`src/rtl/pc_gen.sv`:
```
// Program-counter generation for the 5-stage MIPS fetch stage.
// Arbitrates sequential fetch, branch/flush redirects and stalls with one buffered branch.
module pc_gen #(
  parameter int unsigned           DATA_WIDTH   = 32,
  parameter logic [DATA_WIDTH-1:0] RESET_VECTOR = '0
) (
  input  logic                  clk,
  input  logic                  rst_n,
  input  logic                  stall,
  input  logic                  flush,
  input  logic [DATA_WIDTH-1:0] flush_pc,
  input  logic                  branch_flag,
  input  logic [DATA_WIDTH-1:0] branch_target,
  output logic [DATA_WIDTH-1:0] pc,
  output logic                  ce,
  output logic                  misalign_exc
);

  localparam int unsigned PcStep = 4;

  typedef enum logic [1:0] {
    IDLE    = 2'd0,
    RUN     = 2'd1,
    HOLD_BR = 2'd2
  } state_e;

  state_e                state, state_nxt;
  logic [DATA_WIDTH-1:0] pend_target, pend_target_nxt;
  logic [DATA_WIDTH-1:0] pc_nxt;
  logic                  ce_nxt;
  logic                  misalign_nxt;

  // State and output registers
  always_ff @(posedge clk or negedge rst_n) begin
    if (!rst_n) begin
      state        <= IDLE;
      pend_target  <= '0;
      pc           <= RESET_VECTOR;
      ce           <= 1'b0;
      misalign_exc <= 1'b0;
    end else begin
      state        <= state_nxt;
      pend_target  <= pend_target_nxt;
      pc           <= pc_nxt;
      ce           <= ce_nxt;
      misalign_exc <= misalign_nxt;
    end
  end

  // Redirect priority: flush > stall > branch > buffered branch > sequential.
  // Buffered targets keep their raw low bits so misalignment is reported on apply.
  always_comb begin
    state_nxt       = state;
    pend_target_nxt = pend_target;
    pc_nxt          = pc;
    ce_nxt          = ce;
    misalign_nxt    = 1'b0;

    case (state)
      IDLE: begin
        state_nxt = RUN;
        ce_nxt    = 1'b1;
        pc_nxt    = RESET_VECTOR;
      end
      RUN, HOLD_BR: begin
        ce_nxt = 1'b1;
        if (flush) begin
          pc_nxt          = {flush_pc[DATA_WIDTH-1:2], 2'b00};
          misalign_nxt    = |flush_pc[1:0];
          pend_target_nxt = '0;
          state_nxt       = RUN;
        end else if (stall) begin
          if (branch_flag) begin
            pend_target_nxt = branch_target;
            state_nxt       = HOLD_BR;
          end
        end else if (branch_flag) begin
          pc_nxt          = {branch_target[DATA_WIDTH-1:2], 2'b00};
          misalign_nxt    = |branch_target[1:0];
          pend_target_nxt = '0;
          state_nxt       = RUN;
        end else if (state == HOLD_BR) begin
          pc_nxt          = {pend_target[DATA_WIDTH-1:2], 2'b00};
          misalign_nxt    = |pend_target[1:0];
          pend_target_nxt = '0;
          state_nxt       = RUN;
        end else begin
          pc_nxt = pc + DATA_WIDTH'(PcStep);
        end
      end
      default: begin
        state_nxt = IDLE;
        ce_nxt    = 1'b0;
        pc_nxt    = RESET_VECTOR;
      end
    endcase
  end

endmodule

```
`config.mk`:
```
export PLATFORM = sky130hd
export DESIGN_NAME = pc_gen
export DESIGN_NICKNAME = d
export VERILOG_FILES = /design/src/rtl/pc_gen.sv
export SDC_FILE = /design/constraint.sdc
export NUM_CORES = 1
export LEC_CHECK = 0
export CORE_MARGIN = 2
export CORE_UTILIZATION = 40
export DETAILED_ROUTE_END_ITERATION = 7
export PLACE_DENSITY = 0.67
export SYNTH_ARGS = -nofsm -noshare
export SYNTH_HDL_FRONTEND = slang
export SYNTH_SLANG_ARGS = --single-unit
```
`constraint.sdc`:
```
create_clock -name clk -period 4.55 [get_ports clk]
set_input_delay 0.91 -clock clk [delete_from_list [all_inputs] [get_ports clk]]
set_output_delay 0.91 -clock clk [all_outputs]
set_load 0.02 [all_outputs]
```
# Word-level counts from Yosys, hierarchy flattened
# Index checks and enable logic that the tools add are counted.
[totals] ff_bits=68 input_bits=69 wordCells=43 out_inout_bits=34
[classes] n_eq_ne=6 addsub=1 reduce_logical=9 n_mux=22
[op_table] op="$mux W32" count=10
[op_table] op="$add A32 B3 Y32 const B" count=1
[op_table] op="$mux W2" count=5
[op_table] op="$ne A4 B4 Y1 const B" count=2
[op_table] op="$reduce_or A2 Y1" count=4
[op_table] op="$mux W1" count=6
[op_table] op="$pmux W2 S2" count=1
[op_table] op="$ne A3 B1 Y1 const B" count=1
[op_table] op="$ne A3 B3 Y1 const B" count=1
[op_table] op="$reduce_and A3 Y1" count=1
[op_table] op="$reduce_bool A3 Y1" count=1
[op_table] op="$reduce_or A3 Y1" count=1
[op_table] op="$eq A2 B1 Y1 const B" count=1
[op_table] op="$eq A2 B2 Y1 const B" count=1
[op_table] op="$logic_not A2 Y1" count=1
[op_table] op="$reduce_and A2 Y1" count=1

# Logic depth before layout (Yosys ltp)
# Gate-level depths: netlist (run 1).
[depth] ltp_word=6 ltp_mapped=9 ltp_nobuf=7

# Least setup slack after synthesis (run 1)
# Ideal clock, no wire load.
[synth_path] kind="in2reg" from="in flush" to="reg pc[22]" setup_ps=121 path_buffers=2 stages=7 arrival_ps=2051 t_required_ps=4429 setup_slack_ps=2378 cell_sequence="buf_2 -> nand2b_1 -> nand2_1 -> clkbuf_1 -> nor3_1 -> a21o_1 -> a22o_1"
[synth_between] elab_chain_cells=2 word_cells_on_any_way=3 cone_classes="1 x eq/ne; 2 x mux"
[synth_rtl] element="start, declared" line_no="10" rtl="input logic flush,"
[synth_rtl] element="$mux W32" line_no="67" rtl="if (flush) begin"
[synth_rtl] element="$mux W32" line_no="59" rtl="case (state)"
[synth_rtl] element="end signal, assigned" line_no="44" rtl="pc <= pc_nxt;"
[synth_rtl] element="end, declared" line_no="14" rtl="output logic [DATA_WIDTH-1:0] pc,"
# Several ways; a longest one is shown, not always the timed one.
# A chain may end at the register's enable or synchronous reset.

# Worst setup path after layout (run 1)
[layout_path] from="in flush" to="reg pend_target[5]"
[layout_between] elab_chain_cells=2 word_cells_on_any_way=4 cone_classes="1 x eq/ne; 1 x mux; 2 x reduce/logical"
[layout_rtl] element="$ne A3 B1 Y1 (no line) or $reduce_bool A3 Y1 (tied branches)"
[layout_rtl] element="$reduce_and A3 Y1 (no line)"
[layout_rtl] element="end signal, assigned" line_no="43" rtl="pend_target <= pend_target_nxt;"
[layout_rtl] element="end, declared" line_no="28" rtl="logic [DATA_WIDTH-1:0] pend_target, pend_target_nxt;"
# Several ways; a longest one is shown, not always the timed one.

==> results of run 1 <==
cell type report:
cell class | count | area [µm²]
Clock buffer | 11 | 141
Clock inverter | 5 | 77.6
Fill cell | 914 | 4740
Inverter | 10 | 37.5
Multi-Input combinational cell | 332 | 2270
Sequential cell | 66 | 1650
Tap cell | 136 | 170
Timing Repair Buffer | 107 | 1050
cell usage in the layout (no fill, tap or decap), drive strengths merged, types with 5 or more instances in the layout:
cell type,netlist,layout
nor4,7,7
a221oi,6,6
a21oi,18,18
nor2,34,34
nand2b,13,13
a21o,7,7
nand3,16,16
a22o,54,54
o31ai,15,15
clkdlybuf4s50,0,99
nor3,16,16
ha,6,6
and4,5,5
o22ai,10,10
buf,21,8
nand2,33,33
nand4,12,12
clkbuf,13,11
o21ai,17,17
inv,9,9
dfrtp,66,66
o2bb2ai,7,7
registers in the layout (all words and copies together) (netlist names):
| register | cells |
|---|---|
| misalign_exc | 1 |
| state | 2 |
| pc | 30 |
| pend_target | 32 |
| ce | 1 |
kinds of logic (layout without fill, tap and decap cells):
family | Yosys count | count (layout) | share of synthesized area, %
xor gates and xnor gates | 7 | 7 | 1.49
buffers and inverters | 44 | 133 | 4.71
muxes | 4 | 4 | 0.973
adders and majority gates | 6 | 6 | 1.82
and+or+nand+nor | 152 | 152 | 20.9
AOI/OAI and AO/OA | 161 | 161 | 29.9
other | 1 | 2 | 0.0912
DFF | 66 | 66 | 40.1
worst max-delay path: stages:
cell and delay (ps):
clkdlybuf4s50_1 400, buf_4 230, or2_2 510, o21ai_2 730
buf_4 370, a22o_1 180
metrics by stage:
stage | cell area [µm²] | setup slack (ps) | utilization (%)
after floorplan | 4120 | 2380 | -
after global placement | 5180 | 1210 | 51.1
after detailed placement | 5180 | 1190 | 51.1
after CTS | 5400 | 1540 | 53.3
after global routing | 5400 | 1390 | 53.3
final | 5400 | 1460 | 53.3
worst paths after layout:
check / from / end
worst min register to register: pend_target[27] / pend_target[27]
min in group asynchronous: rst_n / pc[25]
worst max-delay path: flush / pend_target[5]
max in group asynchronous: rst_n / pend_target[4]
worst max register to register: state[0] / pc[11]
worst min-delay path: pend_target[27] / pend_target[27]
report_power, final:
part	internal [W]	switching, W
registers	0.000765	0.000271
clock network	0.000322	0.000236
logic	0.000540	0.000627
metal layers:
| layer | part of all wire, % | vias up |
|---|---|---|
| met2 | 46 | 214 |
| met1 | 45 | 1964 |
| li1 | - | 1861 |
| met3 | 8.0 | 17 |
| met4 | 1.3 | 0 |
| met5 | 0 | - |
==> metrics.yaml, run 1 <==
routing:
  wl_per_cell_um: 19.6
  dr.first_iter.drc_count: 288
  wl_um: 13100
  drt_first_pass_iters: 4
  via_per_inst: 6.08
  antenna_left: 0
  vias: 4056
  drcViolationCount: 0
global_routing:
  antenna_found_initial: 0
  grt_pass1_wl_um: 21000
  gr-usage-met1_pct: 34.2
  grtUsageMet3_pct: 3.28
  grt_start_max_net_pins: 46
  busiest_layer: "met2"
  grt_pass1_vias: 4029
  grt_use_met2_pct: 37.1
  grt_usage_pct: 23.8
  globalRouteOverflowTotal: 0
yosys:
  yosysWarnings: 0
  ys_seq_area_share_pct: 40.1
  yosysMostFrequentCell: "dfrtp_1"
  synth-async-reset-ratio_pct: 100
  netlist_area_um2: 4110
  synth_top_area_cell: "dfrtp_1"
  synthCells: 441
  netlist_top_cells_area: "dfrtp_1, a22o_1, nor2_1, nand2_1, o31ai_1"
  synth_top_area_share_pct: 40.1
  netlist_top_cells_count: "dfrtp_1, a22o_1, nor2_1"
  ys_types: 64
  synth_seq_cells: 66
  synth-edff-count: 0
  syn_avg_cell_area_um2: 9.33
  synthFlopType: "dfrtp_1"
setup_path:
  arrival_ps: 3360
  crit_type: "primary input to flip-flop"
  crit_path_max_fanout: 26
  ff2ff_path_depth: 6
  startpoint_type: "primary input"
  required_ps: 4830
  end_kind: "flip-flop"
  r2r_slack_ps: 1610
power:
  power.density_nw_per_um2: 511
  max-vdd-ir-drop_mv: 0.202
  p_leak_nw: 2.27
  p_total_w: 0.00276
floorplanning:
  initial_core_util_pct: 40.6
  boundaryPins: 103
  rows: 37
  die_h_um: 105
  core_region_area_um2: 10100
  die_w_um: 105
  die_area_um2: 11100
clock_tree:
  cts_inserted_buffers: 9
  postCtsSetupBuffers: 0
  root_buffer: "clkbuf_8"
  cts.sinks: 66
  cts_resized: 0
  cts_htree_levels: 3
  clockBufferDepth: 2
  cts_tree: "yes"
  clock_latency_ps: 350
  postCtsHoldBufs: 0
  path_clk_slew_ps: 80
final_layout:
  syn_to_final_growth_pct: 31.2
  fin_cells: 667
  final_nets: 601
  drive_above_1_share_pct: 7.91
  antenna_cells: 0
sta:
  final_max_slew_viol_count: 0
  rsz0062_at_grt: "no"
  slew_headroom_pct: 30.5
  whs_ps: 507
  finalHoldViolations: 0
  fin_crit_sh_pct: 67.8
  clock_skew_ps: 12.4
  setup_viol: 0
  setup_tns_ps: 0
  worst_pin_slew_ps: 1040
  min_period_ps: 3090
  max_freq_mhz: 324
placed_design:
  dp.cells: 651
  gp_congestion: 0.935
  port_buffers: 100
  dp_hpwl_um: 9040
job:
  maxCapViolCount: 0
worst_hold_path:
  hp-class: "flip-flop to flip-flop"
  min_path_cells: 1
outcome:
  status: "completed"
(Power assumes the default switching activity.)
==> run 2, diff against run 1 <==
- clock period: 4.55 -> 3.05 ns (I/O delays scaled with it)
==> run 2 against run 1 <==
Net effect:
- combinational power grew 52%
- cell area is 1.9% higher
- register-to-register slack worse by 790 ps
- die area is the same
- clock skew fell by 5.8 ps
- critical endpoint is now pc[10]
- largest cell class unchanged
- largest power group unchanged
==> metrics.yaml, run 2 (synthesis results as in run 1) <==
final_layout:
  antenna_cells: 0  # unchanged
  most-common-layout-cells: "clkdlybuf4s50_1, dfrtp_1, a22o_1"
  fin_cells: 680  # +1.9%
  final_common_cell: "clkdlybuf4s50_1"
  fin_area_um2: 5500  # +1.9%
  regMostFlops: "pend_target"
  drive_above_1_share_pct: 9.74  # +1.8 points
  final_nets: 614  # +2.2%
  largest_reg_flops: 32  # unchanged
  syn_to_final_growth_pct: 33.7
  reg_top3: "pend_target (32), pc (30), state (2)"
sta:
  finalHoldViolations: 0  # unchanged
  slew_headroom_pct: 53.0  # +22 points
  final_max_slew_viol_count: 0  # unchanged
  clock_skew_ps: 6.66  # -5.76 ps
  fin_crit_sh_pct: 74.6
  setup_tns_ps: 0  # unchanged
  setup_viol: 0  # unchanged
  min_period_ps: 2270
  worst_pin_slew_ps: 706  # -337 ps
  max_freq_mhz: 440
  rsz0062_at_grt: "no"
placed_design:
  port_buffers: 100  # unchanged
  place_area_um2: 5300  # +2.4%
  gp_congestion: 0.897  # -4.1%
  dp.cells: 664  # +2.0%
  dp_hpwl_um: 9470  # +4.8%
global_routing:
  grt_pass1_vias: 4085  # +1.4%
  grt_usage_pct: 23.9  # +0.13 points
  grt_pass1_wl_um: 21000  # +0.16%
  antenna_found_initial: 0  # unchanged
  globalRouteOverflowTotal: 0  # unchanged
  grt_start_max_net_pins: 38  # -17%
floorplanning:
  boundaryPins: 103  # unchanged
  die_w_um: 105  # unchanged
  die_h_um: 105  # unchanged
  die_area_um2: 11100  # unchanged
  initial_core_util_pct: 40.6  # unchanged
  rows: 37  # unchanged
  core_region_area_um2: 10100  # unchanged
setup_path:
  cp.buffers_inverters: 1  # -2
  startpoint_type: "primary input"
  crit_family: "simple AND/OR/NAND/NOR gates"
  crit_chain: "clkdlybuf4s50_1, or2_2, nor2_2, o21ai_0, a22o_1"
  arrival_ps: 2500  # -860 ps
  end_kind: "flip-flop"
  cpMaxStageDelayCell: "clkdlybuf4s50_1"
  required_ps: 3280  # -1550 ps
  max_stage_delay_ps: 570  # -160 ps
  crit_path_max_fanout: 18  # -31%
  crit_type: "primary input to flip-flop"
clock_tree:
  path_clk_slew_ps: 70  # about the same
  cts_tree: "yes"
  cts_inserted_buffers: 9  # unchanged
  cts_htree_levels: 3  # unchanged
  postCtsHoldBufs: 0  # unchanged
  cts_resized: 0  # unchanged
  clock_latency_ps: 340  # about the same
  cts.sinks: 66  # unchanged
  postCtsSetupBuffers: 0  # unchanged
  root_buffer: "clkbuf_8"
  clockBufferDepth: 2  # unchanged
outcome:
  status: "completed"
job:
  maxCapViolCount: 0  # unchanged
routing:
  vias: 4086  # +0.74%
  drcViolationCount: 0  # unchanged
  wl_um: 12900  # -1.2%
  wl_per_cell_um: 19.0  # -3.1%
  via_per_inst: 6.01  # -1.2%
  antenna_left: 0  # unchanged
  drt_first_pass_iters: 5  # +1
  dr.first_iter.drc_count: 329  # +14%
power:
  power.density_nw_per_um2: 741  # +45%
  p_leak_nw: 2.33  # +2.7%
  max-vdd-ir-drop_mv: 0.296  # +46%
worst_hold_path:
  hp-class: "primary input to async pin"
## run 2: layer usage
metal	global-route usage [%]	wire length, µm	vias to the layer above
met5	0	0	-
met4	9.52	289	0
met3	3.83	894	29
met2	37.7	6150	210
met1	32.7	5580	1953
li1	-	-	1894
## run 2: metrics by stage
step	setup slack, ps	hold WS (ps)	utilization (%)	power, W
global route	670	354	54.3	0.00432
detailed placement	444	492	52.3	0.00333
CTS	789	343	54.3	0.00409
floorplan	1170	314	-	0.00251
global placement	498	487	52.3	0.00328
finish	776	320	54.3	0.00407
## run 2: final cells by class
class,instances,area [µm²]
Clock buffer,14,163
Clock inverter,2,35.0
Sequential cell,66,1650
Inverter,10,37.5
Timing Repair Buffer,120,1170
Multi-Input combinational cell,332,2270
Fill cell,924,4640
Tap cell,136,170
## run 2: power by group
group,switching [W],internal [W]
clock,0.000331,0.000423
sequential,0.000401,0.00114
combinational,0.000931,0.000847
total,0.00166,0.00241
## run 2: path summary, 6_finish.rpt
kind / startpoint / end / slack [ps] / cells after the start
min in group clk: pend_target[10] / pend_target[10] / 510 / 1
max in group asynchronous: rst_n / pend_target[6] / 2080 / 2
worst min register to register: pend_target[10] / pend_target[10] / 510 / 1
worst max register to register: pc[3] / pc[20] / 820 / 6
worst max-delay path: flush / pc[10] / 780 / 5
worst min-delay path: rst_n / pc[18] / 320 / 1
